[src/rtl/fp_pipe_ctrl_if.sv]
// Host-side control bus of the FP MAC pipeline run controller.
//   start/abort/instr_count : requests from the host register block
//   pipe_en/pipe_clr        : pipeline/PC enable and clear
//   host_gnt/busy/done/...  : ownership and run status back to the host
//   state_dbg               : current controller state, for debug visibility
// Handshake: no valid/ready pair. start and abort are single-cycle pulses
// sampled on the rising clock edge; start is accepted only while the
// controller is in IDLE or DONE (host_gnt=1), and abort only while it is in
// CLEAR, RUN or DRAIN (busy=1). Requests outside those windows are dropped.
interface fp_pipe_ctrl_if #(
  parameter int CNT_W = 13
);
  logic             start;
  logic             abort;
  logic [CNT_W-1:0] instr_count;
  logic             pipe_en;
  logic             pipe_clr;
  logic             host_gnt;
  logic             busy;
  logic             done;
  logic             aborted;
  logic [15:0]      cycle_count;
  logic [2:0]       state_dbg;

  modport master (
    output start, abort, instr_count,
    input  pipe_en, pipe_clr, host_gnt, busy, done, aborted, cycle_count, state_dbg
  );

  modport slave (
    input  start, abort, instr_count,
    output pipe_en, pipe_clr, host_gnt, busy, done, aborted, cycle_count, state_dbg
  );
endinterface

[src/rtl/fp_pipe_ctrl.sv]
// Run controller for the FP MAC pipeline: takes imem/dmem ownership from the
// host, pulses a pipeline clear, holds pipe_en for instr_count + DRAIN_CYCLES
// cycles, then hands the memories back and reports done (or aborted).
// Optional feature macro: FP_PIPE_CTRL_PERF_EN builds the enabled-cycle
// counter; without it cycle_count is tied to 0.
module fp_pipe_ctrl #(
  parameter int CNT_W        = 13,
  parameter int DRAIN_CYCLES = 8
) (
  input  logic           clk,
  input  logic           reset,
  fp_pipe_ctrl_if.slave  ctl
);

  localparam int DRN_W = (DRAIN_CYCLES < 2) ? 1 : $clog2(DRAIN_CYCLES + 1);

  typedef enum logic [2:0] {
    S_IDLE  = 3'd0,
    S_CLEAR = 3'd1,
    S_RUN   = 3'd2,
    S_DRAIN = 3'd3,
    S_DONE  = 3'd4
  } state_t;

  state_t           state;
  state_t           state_nxt;
  logic [CNT_W-1:0] remaining;
  logic [DRN_W-1:0] drain_cnt;
  logic             start_acc;
  logic             abort_acc;
  logic             last_instr;

  logic             pipe_en_q;
  logic             pipe_clr_q;
  logic             host_gnt_q;
  logic             busy_q;
  logic             done_q;
  logic             aborted_q;

  assign start_acc  = ctl.start && (state == S_IDLE || state == S_DONE);
  assign abort_acc  = ctl.abort && (state == S_CLEAR || state == S_RUN || state == S_DRAIN);
  assign last_instr = (state == S_RUN) && (remaining == CNT_W'(1));

  // State register.
  always_ff @(posedge clk) begin
    if (reset) state <= S_IDLE;
    else       state <= state_nxt;
  end

  // Next-state decode; abort outranks every other transition while busy.
  always_comb begin
    state_nxt = state;
    case (state)
      S_IDLE, S_DONE: begin
        if (ctl.start) state_nxt = (ctl.instr_count != '0) ? S_CLEAR : S_DONE;
      end
      S_CLEAR: begin
        state_nxt = ctl.abort ? S_IDLE : S_RUN;
      end
      S_RUN: begin
        if (ctl.abort)       state_nxt = S_IDLE;
        else if (last_instr) state_nxt = (DRAIN_CYCLES == 0) ? S_DONE : S_DRAIN;
      end
      S_DRAIN: begin
        if (ctl.abort)                     state_nxt = S_IDLE;
        else if (drain_cnt == DRN_W'(1))   state_nxt = S_DONE;
      end
      default: state_nxt = S_IDLE;
    endcase
  end

  // Issue and drain countdowns; the instruction count is captured on an accepted start.
  always_ff @(posedge clk) begin
    if (reset) begin
      remaining <= '0;
      drain_cnt <= '0;
    end else begin
      if (start_acc)             remaining <= ctl.instr_count;
      else if (state == S_RUN)   remaining <= remaining - CNT_W'(1);
      if (last_instr)            drain_cnt <= DRN_W'(DRAIN_CYCLES);
      else if (state == S_DRAIN) drain_cnt <= drain_cnt - DRN_W'(1);
    end
  end

  // Outputs are flops loaded from the decoded next state, so they line up with the state register.
  always_ff @(posedge clk) begin
    if (reset) begin
      pipe_en_q  <= 1'b0;
      pipe_clr_q <= 1'b0;
      host_gnt_q <= 1'b1;
      busy_q     <= 1'b0;
      done_q     <= 1'b0;
    end else begin
      pipe_en_q  <= (state_nxt == S_RUN) || (state_nxt == S_DRAIN);
      pipe_clr_q <= (state_nxt == S_CLEAR);
      host_gnt_q <= (state_nxt == S_IDLE) || (state_nxt == S_DONE);
      busy_q     <= (state_nxt == S_CLEAR) || (state_nxt == S_RUN) || (state_nxt == S_DRAIN);
      done_q     <= (state_nxt == S_DONE);
    end
  end

  // Sticky abort flag, cleared by the next accepted start.
  always_ff @(posedge clk) begin
    if (reset)          aborted_q <= 1'b0;
    else if (start_acc) aborted_q <= 1'b0;
    else if (abort_acc) aborted_q <= 1'b1;
  end

`ifdef FP_PIPE_CTRL_PERF_EN
  logic [15:0] cycle_cnt;

  // Saturating count of enabled cycles; zeroed on each accepted start, held otherwise.
  always_ff @(posedge clk) begin
    if (reset)                                    cycle_cnt <= '0;
    else if (start_acc)                           cycle_cnt <= '0;
    else if (pipe_en_q && cycle_cnt != 16'hFFFF)  cycle_cnt <= cycle_cnt + 16'd1;
  end

  assign ctl.cycle_count = cycle_cnt;
`else
  assign ctl.cycle_count = 16'd0;
`endif

  assign ctl.pipe_en   = pipe_en_q;
  assign ctl.pipe_clr  = pipe_clr_q;
  assign ctl.host_gnt  = host_gnt_q;
  assign ctl.busy      = busy_q;
  assign ctl.done      = done_q;
  assign ctl.aborted   = aborted_q;
  assign ctl.state_dbg = state;

endmodule

[src/flat_wrapper.sv]
// flat-port wrapper written by rule: the top's interface ports become plain ports
module fp_pipe_ctrl_flat 
#(
  parameter int CNT_W        = 13,
  parameter int DRAIN_CYCLES = 8
)
  (clk, reset, ctl_start, ctl_abort, ctl_instr_count, ctl_pipe_en, ctl_pipe_clr, ctl_host_gnt, ctl_busy, ctl_done, ctl_aborted, ctl_cycle_count, ctl_state_dbg);
  fp_pipe_ctrl_if #(.CNT_W(CNT_W)) ctl_i ();
  input  logic clk;
  input  logic reset;
  input wire logic [$bits(ctl_i.start)-1:0] ctl_start;
  input wire logic [$bits(ctl_i.abort)-1:0] ctl_abort;
  input wire logic [$bits(ctl_i.instr_count)-1:0] ctl_instr_count;
  output wire logic [$bits(ctl_i.pipe_en)-1:0] ctl_pipe_en;
  output wire logic [$bits(ctl_i.pipe_clr)-1:0] ctl_pipe_clr;
  output wire logic [$bits(ctl_i.host_gnt)-1:0] ctl_host_gnt;
  output wire logic [$bits(ctl_i.busy)-1:0] ctl_busy;
  output wire logic [$bits(ctl_i.done)-1:0] ctl_done;
  output wire logic [$bits(ctl_i.aborted)-1:0] ctl_aborted;
  output wire logic [$bits(ctl_i.cycle_count)-1:0] ctl_cycle_count;
  output wire logic [$bits(ctl_i.state_dbg)-1:0] ctl_state_dbg;
  assign ctl_i.start = ctl_start;
  assign ctl_i.abort = ctl_abort;
  assign ctl_i.instr_count = ctl_instr_count;
  assign ctl_pipe_en = ctl_i.pipe_en;
  assign ctl_pipe_clr = ctl_i.pipe_clr;
  assign ctl_host_gnt = ctl_i.host_gnt;
  assign ctl_busy = ctl_i.busy;
  assign ctl_done = ctl_i.done;
  assign ctl_aborted = ctl_i.aborted;
  assign ctl_cycle_count = ctl_i.cycle_count;
  assign ctl_state_dbg = ctl_i.state_dbg;
  fp_pipe_ctrl #(.CNT_W(CNT_W), .DRAIN_CYCLES(DRAIN_CYCLES)) u_core (.clk(clk), .reset(reset), .ctl(ctl_i));
endmodule
[config.mk]
export PLATFORM = sky130hd
export DESIGN_NAME = fp_pipe_ctrl_flat
export DESIGN_NICKNAME = d
export VERILOG_FILES = /design/src/rtl/fp_pipe_ctrl_if.sv /design/src/rtl/fp_pipe_ctrl.sv /design/src/flat_wrapper.sv
export SDC_FILE = /design/constraint.sdc
export NUM_CORES = 1
export LEC_CHECK = 0
export ABC_AREA = 1
export CORE_MARGIN = 2
export CORE_UTILIZATION = 34
export CTS_CLUSTER_DIAMETER = 200
export DETAILED_ROUTE_END_ITERATION = 8
export GPL_ROUTABILITY_DRIVEN = 0
export PLACE_DENSITY = 0.71
export SYNTH_ARGS = -nofsm -noshare
export SYNTH_HDL_FRONTEND = slang
export SYNTH_SLANG_ARGS = --single-unit
[constraint.sdc]
create_clock -name clk -period 1.9 [get_ports clk]
set_clock_uncertainty 0.15 [all_clocks]
set_input_delay 0.19 -clock clk [delete_from_list [all_inputs] [get_ports clk]]
set_output_delay 0.19 -clock clk [all_outputs]
set_load 0.05 [all_outputs]
After elaboration in Yosys (flattened, before gate mapping)
Cells that the tools add are included.

word-level totals
  output and inout bits = 25
  logic and storage cells = 52
  input bits = 17
  register bits = 26

cells by class
  equality and inequality tests = 10
  reductions and logical operators = 18
  multiplexer cells = 12
  add/sub/neg operators = 2

operators with widths
  cell                   count
  $mux 13                2
  $mux 3                 6
  $eq 13x1->1 const B    1
  $reduce_bool 13->1     1
  $sub 13x1->13 const B  1
  $eq 3x2->1 const B     4
  $pmux 3 s4             1
  $mux 4                 2
  $logic_or 1x1->1       7
  $eq 3x1->1 const B     2
  $eq 3x3->1 const B     2
  $logic_not 3->1        2
  $reduce_or 2->1        3
  $eq 4x1->1 const B     1
  $reduce_bool 2->1      2
  $sub 4x1->4 const B    1
  $logic_and 1x1->1      3
  $mux 2                 1

Longest topological paths before layout
  word-level depth = 8
  mapped depth = 10
  gate-level depth less buffers = 10

Worst setup path before layout
OpenSTA, ideal clock, no wires.

  path type = flip-flop to flip-flop
  start = register u_core.state[1] (netlist: u_core.ctl.state_dbg[1])
  end = register u_core.remaining[7]
  clock period less this slack = 1.664 ns
  arrival = 1.386 ns
  cell stages (with the launch flop) = 9
  slack = 0.236 ns
  library setup time = 0.128 ns
  buffers on the path = 1
  cells stage by stage = dfxtp_1 > nor2_2 > nand2_4 > inv_2 > buf_6 > nand2_1 > o21ai_1 > a21oi_1 > nor2_1

between the ends
  cells in the longest elaborated chain, start to end = 4

ends and longest elaborated chain
  item                                           line                source
  start, declared                                fp_pipe_ctrl.sv:25  state_t state;
  start signal, assigned                         fp_pipe_ctrl.sv:47  else state <= state_nxt;
  $eq 3x3->1 or $logic_not 3->1 (tied branches)  fp_pipe_ctrl.sv:40  assign start_acc = ctl.start && (state == S_IDLE || state == S_DONE);
  $logic_or 1x1->1                               fp_pipe_ctrl.sv:40
  $logic_and 1x1->1                              fp_pipe_ctrl.sv:40
  $mux 13 or $reduce_bool 2->1 (tied branches)   n/a
  end signal, assigned                           fp_pipe_ctrl.sv:78  if (start_acc) remaining <= ctl.instr_count;
  end signal, assigned                           fp_pipe_ctrl.sv:79  else if (state == S_RUN) remaining <= remaining - CNT_W'(1);
  end, declared                                  fp_pipe_ctrl.sv:27  logic [CNT_W-1:0] remaining;

Parallel ways exist; a longest one is shown, timed or not.
A chain may end at the register's enable or synchronous reset.

Final worst setup path
  start = register u_core.aborted_q (netlist: u_core.ctl.aborted)
  end = output port ctl_aborted

RTL lines
  item                    line                 source
  start, declared         fp_pipe_ctrl.sv:38   logic aborted_q;
  start signal, assigned  fp_pipe_ctrl.sv:104  if (reset) aborted_q <= 1'b0;
  start signal, assigned  fp_pipe_ctrl.sv:105  else if (start_acc) aborted_q <= 1'b0;
  start signal, assigned  fp_pipe_ctrl.sv:106  else if (abort_acc) aborted_q <= 1'b1;
  end, declared           flat_wrapper.sv:19   output wire logic [$bits(ctl_i.aborted)-1:0] ctl_aborted;

No word-level cell between the ends.

==> results.sh <==
export IMPL_wl_met2_mm=1.42
export IMPL_hold_slack_ps=322
export IMPL_wl_mm=3.29
export IMPL_critPathBufInv=1
export IMPL_drv_cap=0
export IMPL_endpoint_kind="primary output"
export IMPL_grt_max_degree=17
export IMPL_cts_hold_buf=0
export IMPL_clk_latency_ps=270
export IMPL_crit_family="buffers and inverters"
export IMPL_tightest_slew_ps=496
export IMPL_m1WireLength_mm=1.64
export IMPL_finalCritPeriodShare_pct=93.5
export IMPL_syn_area_mm2=0.00161
export IMPL_slowest_stage="clkdlybuf4s50_1"
export IMPL_grt_antenna_before_repair=0
export IMPL_num_rows=25
export IMPL_rsz0062_at_grt="no"
export IMPL_slew_violations=0
export IMPL_cts_resized=0
export IMPL_maxSlewHeadroom_pct=66.8
export IMPL_irDropWorstVdd_v=0.000314
export IMPL_io_pins=42
export IMPL_wl_per_cell_um=10.2
export IMPL_die_w_um=72.9
export IMPL_worstReg2RegStart="u_core.remaining[0]"
export IMPL_cp_arrival_ps=1440
export IMPL_n_antenna_cell=0
export IMPL_clock_sinks=26
export IMPL_run_status="complete, no violations"
export IMPL_yosysMostFrequentCell="nand2_1"
export IMPL_tritoncts="yes"
export IMPL_synth_common_cells="nand2_1, nor2_1, inv_1"
export IMPL_period_needed_ps=1780
export IMPL_ff2ff_path_depth=9
export IMPL_syn2layout_area_growth_pct=16.4
export IMPL_worstHoldPathType="flip-flop to flip-flop"
export IMPL_cts_setup_buffers=0
export IMPL_syn_instance_count=243
export IMPL_firstDrtPassIters=4
export IMPL_grt_overflow_total=0
export IMPL_dr_max_layer_used="met4"
export IMPL_nNetsFinal=290
export IMPL_dr_wl_met3_um=170
export IMPL_path_cells="clkdlybuf4s50_1"
export IMPL_avgSynthCellArea_um2=6.64
export IMPL_hold_viol_final=0
export IMPL_p_leak_nw=0.847
export IMPL_yosysSeqAreaShare_pct=32.2
export IMPL_synth_edff_count=0
export IMPL_cp_endpoint="ctl_aborted"
export IMPL_p_per_area_mw_per_mm2=704
export IMPL_reg2reg_slack_ps=390
export IMPL_ys_ff_latch=26
export IMPL_cpPeakStageDelay_ps=810
export IMPL_drc=0
export IMPL_path_max_fanout=2
export IMPL_dr_first_iter_drc_count=84
export IMPL_grt_use_total_pct=13.5
export IMPL_yosys_area_top_type="dfxtp_1"
export IMPL_timing_setup_tns_ps=0
export IMPL_worstPathRequired_ps=1560
export IMPL_ys_flop_type="dfxtp_1"
export IMPL_start_util_pct=34.6
export IMPL_critical_path_cell_count=1
export IMPL_grt_pass1_wl_mm=5.68
export IMPL_ctsHtreeMaxLevel=1
export IMPL_synth_top_area_share_pct=32.2
export IMPL_coreArea_mm2=0.00466
export IMPL_worstSetupPathType="flip-flop to primary output"
export IMPL_fmax_mhz=563
export IMPL_hold_depth=2
export IMPL_postRouteAntennaNets=0
export IMPL_yosys_top_cells_area="dfxtp_1, nand2_1, nor2_1"
export IMPL_r2r_end="u_core.remaining[12]"
export IMPL_cts_made_buffers=3
export IMPL_worstSetupStartpointType="flip-flop"
export IMPL_critPathLaunch="u_core.ctl.aborted"
export IMPL_drive_gt1_share_pct=8.24
export IMPL_yosys_warnings=0
export IMPL_ys_async_sr_fraction_pct=0
export IMPL_die_h_um=72.9
export IMPL_total_power_w=0.00132
export IMPL_hpwl_mm=2.62
export IMPL_setup_viol=0
export IMPL_via_count=1459
export IMPL_grt_pass1_vias=1351
export IMPL_cts_clk_slew_worst_paths_ps=80
export IMPL_cts_root_buf="clkbuf_8"
export IMPL_nFillCells=498
export IMPL_die_area_mm2=0.00531
export IMPL_viasPerCell=4.55
export IMPL_port_buffers=25
export IMPL_synthDistinctLibCells=31
export IMPL_clockBufferDepth=2
==> metal layers <==
| metal | vias to the layer above | global-route usage (%) |
|---|---|---|
| li1 | 773 | - |
| met1 | 646 | 17.4 |
| met2 | 33 | 22.0 |
| met3 | 7 | 2.62 |
| met4 | 0 | 5.56 |
| met5 | - | 0 |
==> worst min path at each step <==
stage / startpoint / endpoint / slack [ps]
after floorplan: ctl_instr_count[0] / u_core.remaining[0] / 200
after global placement: u_core.remaining[11] / u_core.remaining[11] / 310
after detailed placement: u_core.remaining[11] / u_core.remaining[11] / 310
after CTS: u_core.remaining[11] / u_core.remaining[11] / 330
after global routing: u_core.remaining[11] / u_core.remaining[11] / 360
final: u_core.remaining[11] / u_core.remaining[11] / 320
==> power by group <==
group | leakage (nW) | total [W] | switching [W] | internal (W)
logic | 0.613 | 0.000416 | 0.000281 | 0.000135
clock network | 0.0216 | 0.000301 | 0.000159 | 0.000142
registers | 0.213 | 0.000605 | 0.0000278 | 0.000577
==> layout make-up <==
| class | count | area (um2) | area share, % |
|---|---|---|---|
| clock buffers | 3 | 41.3 | 2.20 |
| inverters | 33 | 124 | 6.60 |
| multi-input cells | 179 | 875 | 46.6 |
| flip-flops and latches | 26 | 520 | 27.7 |
| well taps | 54 | 67.6 | 3.60 |
| repair buffers | 26 | 250 | 13.3 |
==> cell usage in the layout (no fill, tap or decap), drive strengths merged <==
master | Yosys | layout
o22ai | 2 | 2
clkbuf | 1 | 3
nor2 | 39 | 39
buf | 19 | 4
nand3 | 15 | 15
o21ai | 6 | 6
nand2 | 64 | 64
dfxtp | 26 | 26
xor2 | 2 | 2
inv | 33 | 33
nor3 | 3 | 3
conb | 1 | 16
clkdlybuf4s50 | 0 | 22
xnor2 | 3 | 3
a31oi | 5 | 5
ha | 4 | 4
or2 | 4 | 4
o211ai | 2 | 2
nand4 | 2 | 2
a21oi | 12 | 12
==> state kept, by name, summed over array words and instances (netlist names) <==
register              cells
u_core.ctl.state_dbg      3
u_core.ctl.host_gnt       1
u_core.remaining         13
u_core.ctl.busy           1
u_core.drain_cnt          4
u_core.ctl.pipe_en        1
u_core.ctl.pipe_clr       1
u_core.ctl.aborted        1
u_core.ctl.done           1
==> metrics by stage <==
stage               cells  area (um2)  utilization, %  setup WS, ps
finish                321        1880            40.3           124
global route          321        1880            40.3          78.0
CTS                   321        1880            40.3           113
detailed placement    318        1840            39.4           202
global placement      318        1840            39.4           210
floorplan             258        1670               -           236
==> kinds of logic after synthesis <==
group	count (synthesis)	synth area share (%)
flip-flops	26	32.2
AO/OA/AOI/OAI	27	9.22
adder cells (fa/ha/maj)	4	3.10
AND/OR/NAND/NOR	127	35.4
buffers and inverters	53	17.1
XOR/XNOR	5	2.71
other	1	0.232
Power figures use the tool's default switching activity.
